File: src/rtl/master_axi_write_response_tracker.sv
// Tracks up to DEPTH outstanding AXI write transactions and buffers their B responses in a FIFO.
// Define MASTER_AXI_WRITE_RESPONSE_ERROR_COUNT_EN to build the saturating error-response counter.
module master_axi_write_response_tracker #(
    parameter int unsigned BRESP_WIDTH = 2,
    parameter int unsigned ID_WIDTH    = 4,
    parameter int unsigned DEPTH       = 4,
    parameter int unsigned COUNT_WIDTH = 8
) (
    input  logic                       clock,
    input  logic                       reset,
    input  logic                       control_issue,
    output logic                       issue_ready,
    output logic [$clog2(DEPTH+1)-1:0] outstanding,
    output logic                       control_busy,
    input  logic [BRESP_WIDTH-1:0]     bresp,
    input  logic [ID_WIDTH-1:0]        bid,
    input  logic                       bvalid,
    output logic                       bready,
    output logic [BRESP_WIDTH-1:0]     system_response,
    output logic [ID_WIDTH-1:0]        system_id,
    output logic                       system_error,
    output logic                       system_valid,
    input  logic                       system_ready,
    input  logic                       error_clear,
    output logic [COUNT_WIDTH-1:0]     error_count
);

    localparam int unsigned OUT_W   = $clog2(DEPTH + 1);
    localparam int unsigned IDX_W   = $clog2(DEPTH);
    localparam int unsigned PTR_W   = IDX_W + 1;
    localparam int unsigned SUM_W   = ((OUT_W > PTR_W) ? OUT_W : PTR_W) + 1;
    localparam int unsigned ENTRY_W = BRESP_WIDTH + ID_WIDTH;

    logic [OUT_W-1:0]   outstanding_q, outstanding_d;
    logic [PTR_W-1:0]   wr_ptr_q, rd_ptr_q;
    logic [PTR_W-1:0]   occupancy;
    logic [SUM_W-1:0]   credit_used;
    logic [ENTRY_W-1:0] mem_q [DEPTH];
    logic [ENTRY_W-1:0] head;
    logic               fifo_empty;
    logic               issue_ok;
    logic               accept;
    logic               pop;

    // Pointers carry one extra MSB so full and empty differ; subtraction wraps naturally.
    assign fifo_empty  = (wr_ptr_q == rd_ptr_q);
    assign occupancy   = wr_ptr_q - rd_ptr_q;
    assign credit_used = SUM_W'(outstanding_q) + SUM_W'(occupancy);

    // Flow-control outputs come from registered state only.
    assign issue_ready  = (credit_used < SUM_W'(DEPTH));
    assign bready       = (outstanding_q != '0);
    assign system_valid = !fifo_empty;
    assign control_busy = (outstanding_q != '0) || !fifo_empty;
    assign outstanding  = outstanding_q;

    assign issue_ok = control_issue && issue_ready;
    assign accept   = bvalid && bready;
    assign pop      = system_valid && system_ready;

    always_comb begin
        outstanding_d = outstanding_q;
        if (issue_ok && !accept) begin
            outstanding_d = outstanding_q + OUT_W'(1);
        end else if (!issue_ok && accept) begin
            outstanding_d = outstanding_q - OUT_W'(1);
        end
    end

    always_ff @(posedge clock or posedge reset) begin
        if (reset) begin
            outstanding_q <= '0;
        end else begin
            outstanding_q <= outstanding_d;
        end
    end

    // No full check on push: the credit rule leaves a free slot whenever a response is owed.
    always_ff @(posedge clock or posedge reset) begin
        if (reset) begin
            wr_ptr_q <= '0;
            rd_ptr_q <= '0;
            for (int i = 0; i < int'(DEPTH); i++) begin
                mem_q[i] <= '0;
            end
        end else begin
            if (accept) begin
                mem_q[wr_ptr_q[IDX_W-1:0]] <= {bid, bresp};
                wr_ptr_q                   <= wr_ptr_q + PTR_W'(1);
            end
            if (pop) begin
                rd_ptr_q <= rd_ptr_q + PTR_W'(1);
            end
        end
    end

    assign head            = mem_q[rd_ptr_q[IDX_W-1:0]];
    assign system_response = head[BRESP_WIDTH-1:0];
    assign system_id       = head[ENTRY_W-1:BRESP_WIDTH];
    assign system_error    = system_response[1];

`ifdef MASTER_AXI_WRITE_RESPONSE_ERROR_COUNT_EN
    logic [COUNT_WIDTH-1:0] error_count_q;

    // Clear wins; an error accepted in the clearing cycle is deliberately dropped.
    always_ff @(posedge clock or posedge reset) begin
        if (reset) begin
            error_count_q <= '0;
        end else if (error_clear) begin
            error_count_q <= '0;
        end else if (accept && bresp[1] && (error_count_q != '1)) begin
            error_count_q <= error_count_q + COUNT_WIDTH'(1);
        end
    end

    assign error_count = error_count_q;
`else
    logic unused_error_clear;

    assign unused_error_clear = error_clear;
    assign error_count        = '0;
`endif

endmodule

File: config.mk
export PLATFORM = sky130hd
export DESIGN_NAME = master_axi_write_response_tracker
export DESIGN_NICKNAME = d
export VERILOG_FILES = /design/src/rtl/master_axi_write_response_tracker.sv
export SDC_FILE = /design/constraint.sdc
export NUM_CORES = 1
export LEC_CHECK = 0
export BUFFER_PORTS_ARGS = -buffer_cell sky130_fd_sc_hd__buf_2
export CAP_MARGIN = 15
export CORE_ASPECT_RATIO = 1.4
export CORE_MARGIN = 3
export CORE_UTILIZATION = 34
export DETAILED_ROUTE_END_ITERATION = 6
export PLACE_DENSITY_LB_ADDON = 0.1
export SLEW_MARGIN = 20
export SYNTH_ARGS = -nofsm -noshare
export SYNTH_HDL_FRONTEND = slang
export SYNTH_SLANG_ARGS = --single-unit
File: constraint.sdc
create_clock -name clock -period 3.8 [get_ports clock]
set_input_delay 0.38 -clock clock [delete_from_list [all_inputs] [get_ports clock]]
set_output_delay 0.38 -clock clock [all_outputs]
set_load 0.01 [all_outputs]
Yosys cells after proc, flatten, opt, wreduce, memory -nomap -nowiden
Index checks and enable logic that the tools add are counted. W data, S select, Z words.

Bits in registers: 33. Bits of input ports: 12. Output and inout port bits: 22.

Add/sub/neg operators: 6. Magnitude comparators: 4. Equality and inequality tests: 1. Mux-type cells: 8. Bitwise gates (word level): 2. Reduce and logical (&&, ||, !) cells: 12.

Operator list (count): $bwmux W24 (1); $mux W6 (3); $bmux W6 S2 (1); $demux W6 S2 (1); $add A3 B1 Y3 const B (3); $ge A3 B3 Y1 const B (2); $logic_and A1 B1 Y1 (6); $mux W3 (2); $not A2 Y3 (2); $add A3 B3 Y4 (1); $lt A4 B3 Y1 const B (1); $eq A3 B3 Y1 (1); $logic_not A1 Y1 (3); $lt A3 B1 Y1 const B (1); $reduce_bool A3 Y1 (1); $sub A3 B1 Y3 const B (1); $sub A3 B3 Y3 (1); $reduce_bool A2 Y1 (1); $logic_or A1 B1 Y1 (1).

Depth between registers and ports, before layout
Word-level depth: 8. Mapped depth: 14. Mapped depth without buffers: 14.

Least setup slack after synthesis
OpenSTA, ideal clock, no wires.

Path kind: reg2reg. From: reg rd_ptr_q[1]. To: reg outstanding_q[2], in the netlist outstanding[2]. Setup time: 0.079 ns. Arrival time: 2.767 ns. Required time: 3.721 ns. Slack: 0.954 ns. Cell stages (with the launch flop): 14. Buffers on the path: 1. Cell sequence: dfrtp_1 clkbuf_1 inv_1 fa_1 xnor2_1 ha_1 nor3_1 and3b_1 ha_1 inv_1 fa_1 xor2_1 nor2_1 xor2_1.

Cells in the longest elaborated chain, start to end: 7.

Ends and longest elaborated chain: from (decl) (RTL line 35) `logic [PTR_W-1:0] wr_ptr_q, rd_ptr_q;`; from (signal assigned) (RTL line 92) `rd_ptr_q <= rd_ptr_q + PTR_W'(1);`; $sub A3 B3 Y3 (*) (RTL line 47) `assign occupancy = wr_ptr_q - rd_ptr_q;`; $add A3 B3 Y4 (*) (RTL line 48) `assign credit_used = SUM_W'(outstanding_q) + SUM_W'(occupancy);`; $lt A4 B3 Y1 (*) (RTL line 51) `assign issue_ready = (credit_used < SUM_W'(DEPTH));`; $logic_and A1 B1 Y1 (*) (RTL line 57) `assign issue_ok = control_issue && issue_ready;`; $logic_not A1 Y1 (RTL line 65) `end else if (!issue_ok && accept) begin`; $logic_and A1 B1 Y1 (RTL line 65); $reduce_bool A2 Y1 (no line); to (signal assigned) (RTL line 74) `outstanding_q <= outstanding_d;`; to (decl) (RTL line 34) `logic [OUT_W-1:0] outstanding_q, outstanding_d;`.

Every way passes the cells marked *; elsewhere a longest branch is shown, timed or not. A chain may end at the register's enable or synchronous reset.

Final worst setup path
Same ends and word-level chain as after synthesis.

==> run_results.csv <==
group,metric,value,unit
clock_network,clock_latency,0.28,ns
cells_and_area,final_core_util,40.63,%
worst_setup_path,worstSetupPathType,"flip-flop to flip-flop",
global_routing,grt_pass1_vias,1104,
global_routing,overflow,0,
yosys,synth_area_leaders,"dfrtp_1, mux2_4, mux4_2",
yosys,syn_inst,128,
clock_network,clock_sinks,33,
cells_and_area,finalInstanceArea,2143,sq um
global_routing,grt_antenna_before_repair,0,
yosys,seq_area_frac_synth,43.59,%
floorplan,die_w,69.09,microns
place,port_buffers,24,
pwr,leakage,1.052,nW
worst_setup_path,crit_fanout,9,
timing,maxSlewViolCount,0,
yosys,synth-async-reset-ratio,100.0,%
worst_setup_path,crit_required,4.00,ns
timing,hold_viol_final,0,
yosys,synth.top_cell.area_share,43.59,%
worst_setup_path,worstPathArrival,3.21,ns
timing,whs,0.3788,ns
route,route.detailed.drc,0,
timing,finalSetupTns,0,ns
timing,fmax,0.3321,GHz
clock_network,ctsHtreeMaxLevel,2,
route,drt-total-wl,3353,microns
clock_network,clockBufferDepth,2,
worst_hold_path,hold_class,"input port to flip-flop",
place,dpl-instance-area,2051,sq um
timing,rsz0062_at_grt,"false",
worst_hold_path,hold_depth,2,
cells_and_area,antenna_cells,0,
floorplan,rows,31,
timing,worst_pin_slew,0.9188,ns
timing,post-route-min-period,3.011,ns
yosys,avgSynthCellArea,14.80,sq um
cells_and_area,layout-drive-gt1-share,45.57,%
pwr,vdd_ir_drop_max,0.0004593,V
route,vias_per_cell,4.571,
worst_setup_path,worst_setup_path_start_kind,"flip-flop",
clock_network,cts_repair_resize_count,0,
timing,fin_ws,0.7891,ns
global_routing,grt_pass1_wl,5761,microns
floorplan,start_util,35.91,%
pwr,p_per_area,978.2,nW/um^2
route,wl_per_cell,14.97,microns
place,dp_worst_setup_slack,0.7719,ns
floorplan,fp.dieArea,6516,sq um
clock_network,root_buffer,"clkbuf_8",
timing,skew,0.006474,ns
worst_setup_path,rr_worst_depth,12,
cells_and_area,area.growth.synth_to_final,13.14,%
yosys,synthFlopType,"dfrtp_1",
floorplan,fp.dieH,94.32,microns
yosys,post-synth-top-count-cell,"dfrtp_1",
clock_network,path_clk_slew,0.07,ns
yosys,yosysWarningCount,0,
cells_and_area,final-instance-count-excl-fill,224,
floorplan,coreArea,5275,sq um
clock_network,post_cts_buffers,0,
clock_network,hold_buffers,1,
route,drtIter0Drc,51,
route,drtAntennaViolNets,0,
route,via_count,1024,
outcome,status,"completed",
place,routabilityCongestion,0.6686,
clock_network,numCtsBuffers,5,
yosys,synth-edff-count,0,
pwr,total_power,2.096,mW
yosys,synth_top_cells_by_count,"dfrtp_1, mux2_4, ha_1",
cells_and_area,nNetsFinal,181,
yosys,synthesis.area,1894,sq um
timing,slew_headroom,38.74,%
place,hpwl,2413,microns
yosys,yosys.area.top_type,"dfrtp_1",
timing,fin_crit_sh,79.23,%
global_routing,track_usage,11.59,%
floorplan,top_level_ports,34,
global_routing,grt_max_degree,32,
flow_run,drv_cap,0,
yosys,synth_cell_types,27,
worst_setup_path,endpoint_kind,"flip-flop",
route,firstDrtPassIters,3,
yosys,ys_seq_elements,33,
place,placed_cells,215,
clock_network,cts_tree,"built",
timing,setup_violations,0,
## power by group
part / total [mW] / switching, mW / internal, mW
combinational: 1.15 / 0.493 / 0.657
clock: 0.253 / 0.126 / 0.127
sequential: 0.693 / 0.155 / 0.539
## layer usage
metal  part of all wire [%]  track usage (%)  up-vias
met5                      0                0        -
met4                    1.3            4.886        0
met3                    4.4            3.319        4
met2                     50            19.11       27
met1                     44            14.20      515
li1                       -                -      478
## critical path, cell delays in order (launching register included)
cell and delay, ns:
dfrtp_1 0.58, inv_1 0.14, fa_1 0.42, xnor2_1 0.18, ha_1 0.25, nor3_1 0.15, and3b_1 0.20, ha_1 0.18
inv_1 0.06, fa_1 0.37, xor2_1 0.15, nor2_1 0.11, xor2_1 0.15
## path summary, 6_finish.rpt
kind,start,endpoint,slack (ns)
setup / recovery,rd_ptr_q[1],outstanding[2],0.79
hold / removal,bid[3],mem_q[23],0.38
setup reg to reg,rd_ptr_q[1],outstanding[2],0.79
hold reg to reg,mem_q[15],mem_q[15],0.51
max in group asynchronous,reset,outstanding[0],2.71
min in group asynchronous,reset,wr_ptr_q[2],0.50
## registers in the layout (all words and copies together), names as in the netlist
name and flops:
mem_q 24, outstanding 3, rd_ptr_q 3, wr_ptr_q 3
## cell usage in the layout, fill, tap and decap left out, types with 4 or more instances in the layout
cell type / instances
buf_2: 24
clkbuf_8: 5
conb_1: 8
dfrtp_1: 33
ha_1: 10
inv_1: 8
mux2_4: 25
mux4_2: 6
nand2_1: 5
nand2_8: 4
xnor2_1: 5
## cell type report
class,count,area [sq um]
fill,510,3132
multi-input combinational,82,977.2
sequential,33,825.8
timing repair buffer,27,145.1
tap,66,82.58
clock buffer,6,72.57
inverter,8,30.03
clock inverter,2,10.01
## logic make-up after synthesis
logic type	count (synthesis)	synth area share, %
simple gates	17	7.662
flops	33	43.59
mux	33	28.07
compound gates	4	1.453
other cells	1	0.1980
fa+ha+maj	12	8.719
buf+inv	20	6.208
xor+xnor	8	4.095
(Power assumes the default switching activity.)
